<file path="config.mk">
export PLATFORM = sky130hd
export DESIGN_NAME = uart_rx_8n1
export DESIGN_NICKNAME = d
export VERILOG_FILES = /design/src/rtl/uart_rx_8n1.sv
export SDC_FILE = /design/constraint.sdc
export NUM_CORES = 1
export LEC_CHECK = 0
export CAP_MARGIN = 20
export CORE_MARGIN = 5
export CORE_UTILIZATION = 45
export CTS_CLUSTER_DIAMETER = 40
export CTS_CLUSTER_SIZE = 24
export DETAILED_ROUTE_END_ITERATION = 10
export GPL_ROUTABILITY_DRIVEN = 1
export PLACE_DENSITY = 0.67
export SYNTH_ARGS = -nofsm -noshare
export SYNTH_HDL_FRONTEND = slang
export SYNTH_SLANG_ARGS = --single-unit
</file>
<file path="constraint.sdc">
create_clock -name clock -period 2.2 [get_ports clock]
set_input_delay 0.33 -clock clock [delete_from_list [all_inputs] [get_ports clock]]
set_output_delay 0.33 -clock clock [all_outputs]
set_load 0.005 [all_outputs]
</file>
<file path="src/rtl/uart_rx_8n1.sv">
// 8N1 UART receiver driven by an external oversample tick, with a valid/ack byte handshake.
// Define UART_RX_MAJORITY_EN to take each bit as the 2-of-3 vote around its mid-bit tick.
module uart_rx_8n1 #(
    parameter int unsigned DATA_BITS   = 8,
    parameter int unsigned SAMPLE_RATE = 16
) (
    input  logic                 clock,
    input  logic                 reset,
    input  logic                 tick,
    input  logic                 rx_serial,
    output logic [DATA_BITS-1:0] data,
    output logic                 data_valid,
    input  logic                 data_ack,
    output logic                 framing_error,
    output logic                 overrun,
    output logic                 busy
);

    localparam int unsigned TickW = (SAMPLE_RATE > 1) ? $clog2(SAMPLE_RATE) : 1;
    localparam int unsigned BitW  = (DATA_BITS > 1) ? $clog2(DATA_BITS) : 1;

    localparam logic [TickW-1:0] TickBitEnd = TickW'(SAMPLE_RATE - 1);
    localparam logic [BitW-1:0]  LastBit    = BitW'(DATA_BITS - 1);
`ifdef UART_RX_MAJORITY_EN
    // Decision lands one tick after mid so the vote can include the mid+1 sample.
    localparam logic [TickW-1:0] TickStartEnd = TickW'(SAMPLE_RATE / 2);
`else
    localparam logic [TickW-1:0] TickStartEnd = TickW'(SAMPLE_RATE / 2 - 1);
`endif

    typedef enum logic [2:0] {
        StIdle,
        StStart,
        StData,
        StStop,
        StBreak
    } state_e;

    state_e                 state_q, state_d;
    logic                   rx_meta_q, rx_s_q;
    logic [TickW-1:0]       tick_cnt_q, tick_cnt_d;
    logic [BitW-1:0]        bit_cnt_q, bit_cnt_d;
    logic [DATA_BITS-1:0]   shift_q, shift_d;
    logic [DATA_BITS-1:0]   data_q, data_d;
    logic                   data_valid_q, data_valid_d;
    logic                   framing_error_q, framing_error_d;
    logic                   overrun_q, overrun_d;
    logic                   sample_bit;

    always_ff @(posedge clock or posedge reset) begin
        if (reset) begin
            rx_meta_q <= 1'b1;
            rx_s_q    <= 1'b1;
        end else begin
            rx_meta_q <= rx_serial;
            rx_s_q    <= rx_meta_q;
        end
    end

`ifdef UART_RX_MAJORITY_EN
    // The two previous tick samples; the current rx_s is the third vote.
    logic [1:0] hist_q;

    always_ff @(posedge clock or posedge reset) begin
        if (reset) begin
            hist_q <= 2'b11;
        end else if (tick) begin
            hist_q <= {hist_q[0], rx_s_q};
        end
    end

    assign sample_bit = (hist_q[1] & hist_q[0]) | (hist_q[1] & rx_s_q) | (hist_q[0] & rx_s_q);
`else
    assign sample_bit = rx_s_q;
`endif

    always_ff @(posedge clock or posedge reset) begin
        if (reset) begin
            state_q         <= StIdle;
            tick_cnt_q      <= '0;
            bit_cnt_q       <= '0;
            shift_q         <= '0;
            data_q          <= '0;
            data_valid_q    <= 1'b0;
            framing_error_q <= 1'b0;
            overrun_q       <= 1'b0;
        end else begin
            state_q         <= state_d;
            tick_cnt_q      <= tick_cnt_d;
            bit_cnt_q       <= bit_cnt_d;
            shift_q         <= shift_d;
            data_q          <= data_d;
            data_valid_q    <= data_valid_d;
            framing_error_q <= framing_error_d;
            overrun_q       <= overrun_d;
        end
    end

    always_comb begin
        state_d         = state_q;
        tick_cnt_d      = tick_cnt_q;
        bit_cnt_d       = bit_cnt_q;
        shift_d         = shift_q;
        data_d          = data_q;
        data_valid_d    = data_valid_q;
        framing_error_d = 1'b0;
        overrun_d       = overrun_q;

        if (data_ack && data_valid_q) begin
            data_valid_d = 1'b0;
        end

        if (tick) begin
            unique case (state_q)
                StIdle: begin
                    if (!rx_s_q) begin
                        state_d    = StStart;
                        tick_cnt_d = '0;
                    end
                end
                StStart: begin
                    if (tick_cnt_q == TickStartEnd) begin
                        if (sample_bit) begin
                            state_d = StIdle;
                        end else begin
                            state_d    = StData;
                            tick_cnt_d = '0;
                            bit_cnt_d  = '0;
                        end
                    end else begin
                        tick_cnt_d = tick_cnt_q + 1'b1;
                    end
                end
                StData: begin
                    if (tick_cnt_q == TickBitEnd) begin
                        tick_cnt_d = '0;
                        // Shift in at the MSB end so the first bit ends up in bit 0.
                        shift_d    = {sample_bit, shift_q[DATA_BITS-1:1]};
                        if (bit_cnt_q == LastBit) begin
                            state_d = StStop;
                        end else begin
                            bit_cnt_d = bit_cnt_q + 1'b1;
                        end
                    end else begin
                        tick_cnt_d = tick_cnt_q + 1'b1;
                    end
                end
                StStop: begin
                    if (tick_cnt_q == TickBitEnd) begin
                        tick_cnt_d = '0;
                        if (sample_bit) begin
                            // A load overrides a same-cycle ack and excuses it from overrun.
                            data_d       = shift_q;
                            data_valid_d = 1'b1;
                            if (data_valid_q && !data_ack) begin
                                overrun_d = 1'b1;
                            end
                            state_d = StIdle;
                        end else begin
                            framing_error_d = 1'b1;
                            state_d         = StBreak;
                        end
                    end else begin
                        tick_cnt_d = tick_cnt_q + 1'b1;
                    end
                end
                StBreak: begin
                    if (rx_s_q) begin
                        state_d = StIdle;
                    end
                end
                default: begin
                    state_d = StIdle;
                end
            endcase
        end
    end

    assign data          = data_q;
    assign data_valid    = data_valid_q;
    assign framing_error = framing_error_q;
    assign overrun       = overrun_q;
    assign busy          = (state_q != StIdle);

endmodule

</file>
==> out/qor.csv <==
metric;value;unit
status;finished, final reports clean;
setup_tns;0;ns
cts_buffer_depth;2;
dp_hpwl;2000;um
crit_slowest_cell;dfrtp_1;
cts_resized;0;
crit_path_max_incr_delay;0.65;ns
synth_commonest_cells;dfrtp_1, mux2_2, inv_1;
met2_usage;23.4;%
port_buffers;16;
cp_max_fo;13;
endpoint_kind;output port;
switching_power;0.538;mW
clk-insertion-delay-late;0.33;ns
grt_usage;15.0;%
timing.fmax;490;MHz
grt_pass1_wl;5150;um
yosysTopAreaCellShare;46.8;%
finalPower;1.66;mW
antenna_left;0;
syn_area;1550;um^2
synth_flop_cell;dfrtp_1;
multi_input_area;672;um^2
grt_max_degree;32;
cp_data_required_time;1.87;ns
yosysTopAreaCell;dfrtp_1;
finalCritPeriodShare;92.8;%
placed_cells;183;
intPower;1.12;mW
critPathTopFamily;flip-flops;
pre_cts_ws;0.364;ns
dpl_cell_area;1740;um^2
gp_congestion;0.751;
rsz0062_at_grt;no;
pwr-share-comb;25.2;%
io_pins;17;
drv_slew;0;
vias;1041;
drt-wirelength-per-cell;15.2;um
antenna_found_initial;0;
relSlewSlack;64.6;%
avgSynthCellArea;12.3;um^2
cp_cell_sequence;nor2_2 > nand2_1 > clkdlybuf4s50_1;
p_per_area;912;nW/um^2
synth_edf_count;0;
worst_slack;0.157;ns
switching_share;32.4;%
seq_area_frac_synth;50.2;%
hold_viol;0;
drc_errors;0;
rows;21;
crit_path_start_kind;flip-flop;
overflow;0;
clock_skew;0.0119;ns
final_cells;191;
ys_warn_count;0;
seqPwrFrac;46.9;%
synth-seq-cells;31;
synth_area_leaders;dfrtp_1, mux2_2, dfstp_2;
vias_per_cell;5.45;
start_util;46.5;%
final_nets;152;
synthMostInstantiatedCell;dfrtp_1;
synth_nets;134;
setup_violations;0;
dieArea;4720;um^2
ir_worst_vdd;0.569;mV
async_reset_ff_share;100;%
synthCells;126;
drive_gt1_share;28.3;%
grt-busiest-layer;met2;
ctsHoldBuffers;0;
core_area;3340;um^2
hp-class;input port to async pin;
path_clk_slew;0.09;ns
p_leak;0.855;nW
drt_wl_total;2900;um
maxCapViolations;0;
area_growth;17.5;%
post-route-cell-area;1820;um^2
cts_tree;yes;
fillers;307;
drt_iter0_drc;69;
cts_buffers;5;
antennaDiodeCount;0;
use_met1;18.8;%
cp_data_arrival_time;1.71;ns
clock-sinks;31;
die_x;68.7;um
path_buf_inv;1;
cts_root_buffer;clkbuf_4;
critPathKind;flip-flop to output port;
post_cts_buffers;0;
htree_levels;2;
register_area;778;um^2
fin_crit;2.04;ns
die_height;68.7;um
synth_cell_types;47;
timing.hold.ws;0.361;ns
p_clk_share;27.9;%
drtPass1Iterations;5;
tightest_slew;0.524;ns
final_core_util;54.6;%
grt_util_met3;4.70;%
grt_pass1_vias;1132;
-- worst min-delay path: stages --
cell and delay [ns]:
clkdlybuf4s50_1 0.39, inv_1 0.05, buf_4 0.34
-- path summary, 6_finish.rpt --
check | start | end | slack [ns] | depth (start not counted)
worst max-delay path | state_q[1] | busy | 0.16 | 3
worst min-delay path | reset | framing_error | 0.36 | 3
worst max register to register | tick_cnt_q[0] | bit_cnt_q[0] | 0.31 | 4
worst min register to register | rx_meta_q | rx_s_q | 0.36 | 0
max in group asynchronous | reset | rx_s_q | 1.52 | 3
min in group clock | rx_meta_q | rx_s_q | 0.36 | 0
-- layout make-up --
cell class	instances	area share (%)
multi-input combinational	75	36.9
sequential	31	42.7
clock inverter	2	1.92
tap	46	3.16
timing repair buffer	19	10.0
inverter	12	2.47
clock buffer	6	2.82
-- flip-flops by register name, indices dropped and copies added (netlist names) --
signal         flops
data_valid         1
framing_error      1
data               8
overrun            1
shift_q            8
rx_s_q             1
tick_cnt_q         4
rx_meta_q          1
bit_cnt_q          3
state_q            3
-- logic make-up after synthesis --
logic type,after synthesis,synth area share (%)
XOR/XNOR,1,0.565
adder cells (fa/ha/maj),3,2.42
flip-flops,31,50.2
AND/OR/NAND/NOR,33,17.1
buffers and inverters,20,6.46
AO/OA/AOI/OAI,21,11.0
multiplexers,17,12.3
-- cells in the final DEF, fill, tap and decap left out, drive strengths merged, types with 3 or more instances in the layout --
cell and instances:
dfrtp 29, o32ai 3, clkbuf 6, nand3 3, nand4 4, ha 3
mux2 16, and4 3, clkdlybuf4s50 16, nand2 5, nor2b 4, o22ai 5
inv 12, buf 3
-- per-layer routing --
| metal | routed length (um) | part of all wire [%] | vias up |
|---|---|---|---|
| met5 | 0 | 0 | - |
| met4 | 67 | 2.3 | 0 |
| li1 | - | - | 492 |
| met1 | 1310 | 45 | 517 |
| met2 | 1400 | 48 | 24 |
| met3 | 124 | 4.3 | 8 |
-- power groups by stage --
stage | clock network (mW) | logic [mW] | registers [mW]
after floorplan | 0 | 0.413 | 0.694
after CTS | 0.479 | 0.422 | 0.774
final | 0.464 | 0.419 | 0.779
after detailed placement | 0 | 0.419 | 0.786
after global placement | 0 | 0.407 | 0.774
after global routing | 0.504 | 0.481 | 0.791
Note: power is estimated with default switching activity, not from simulation.
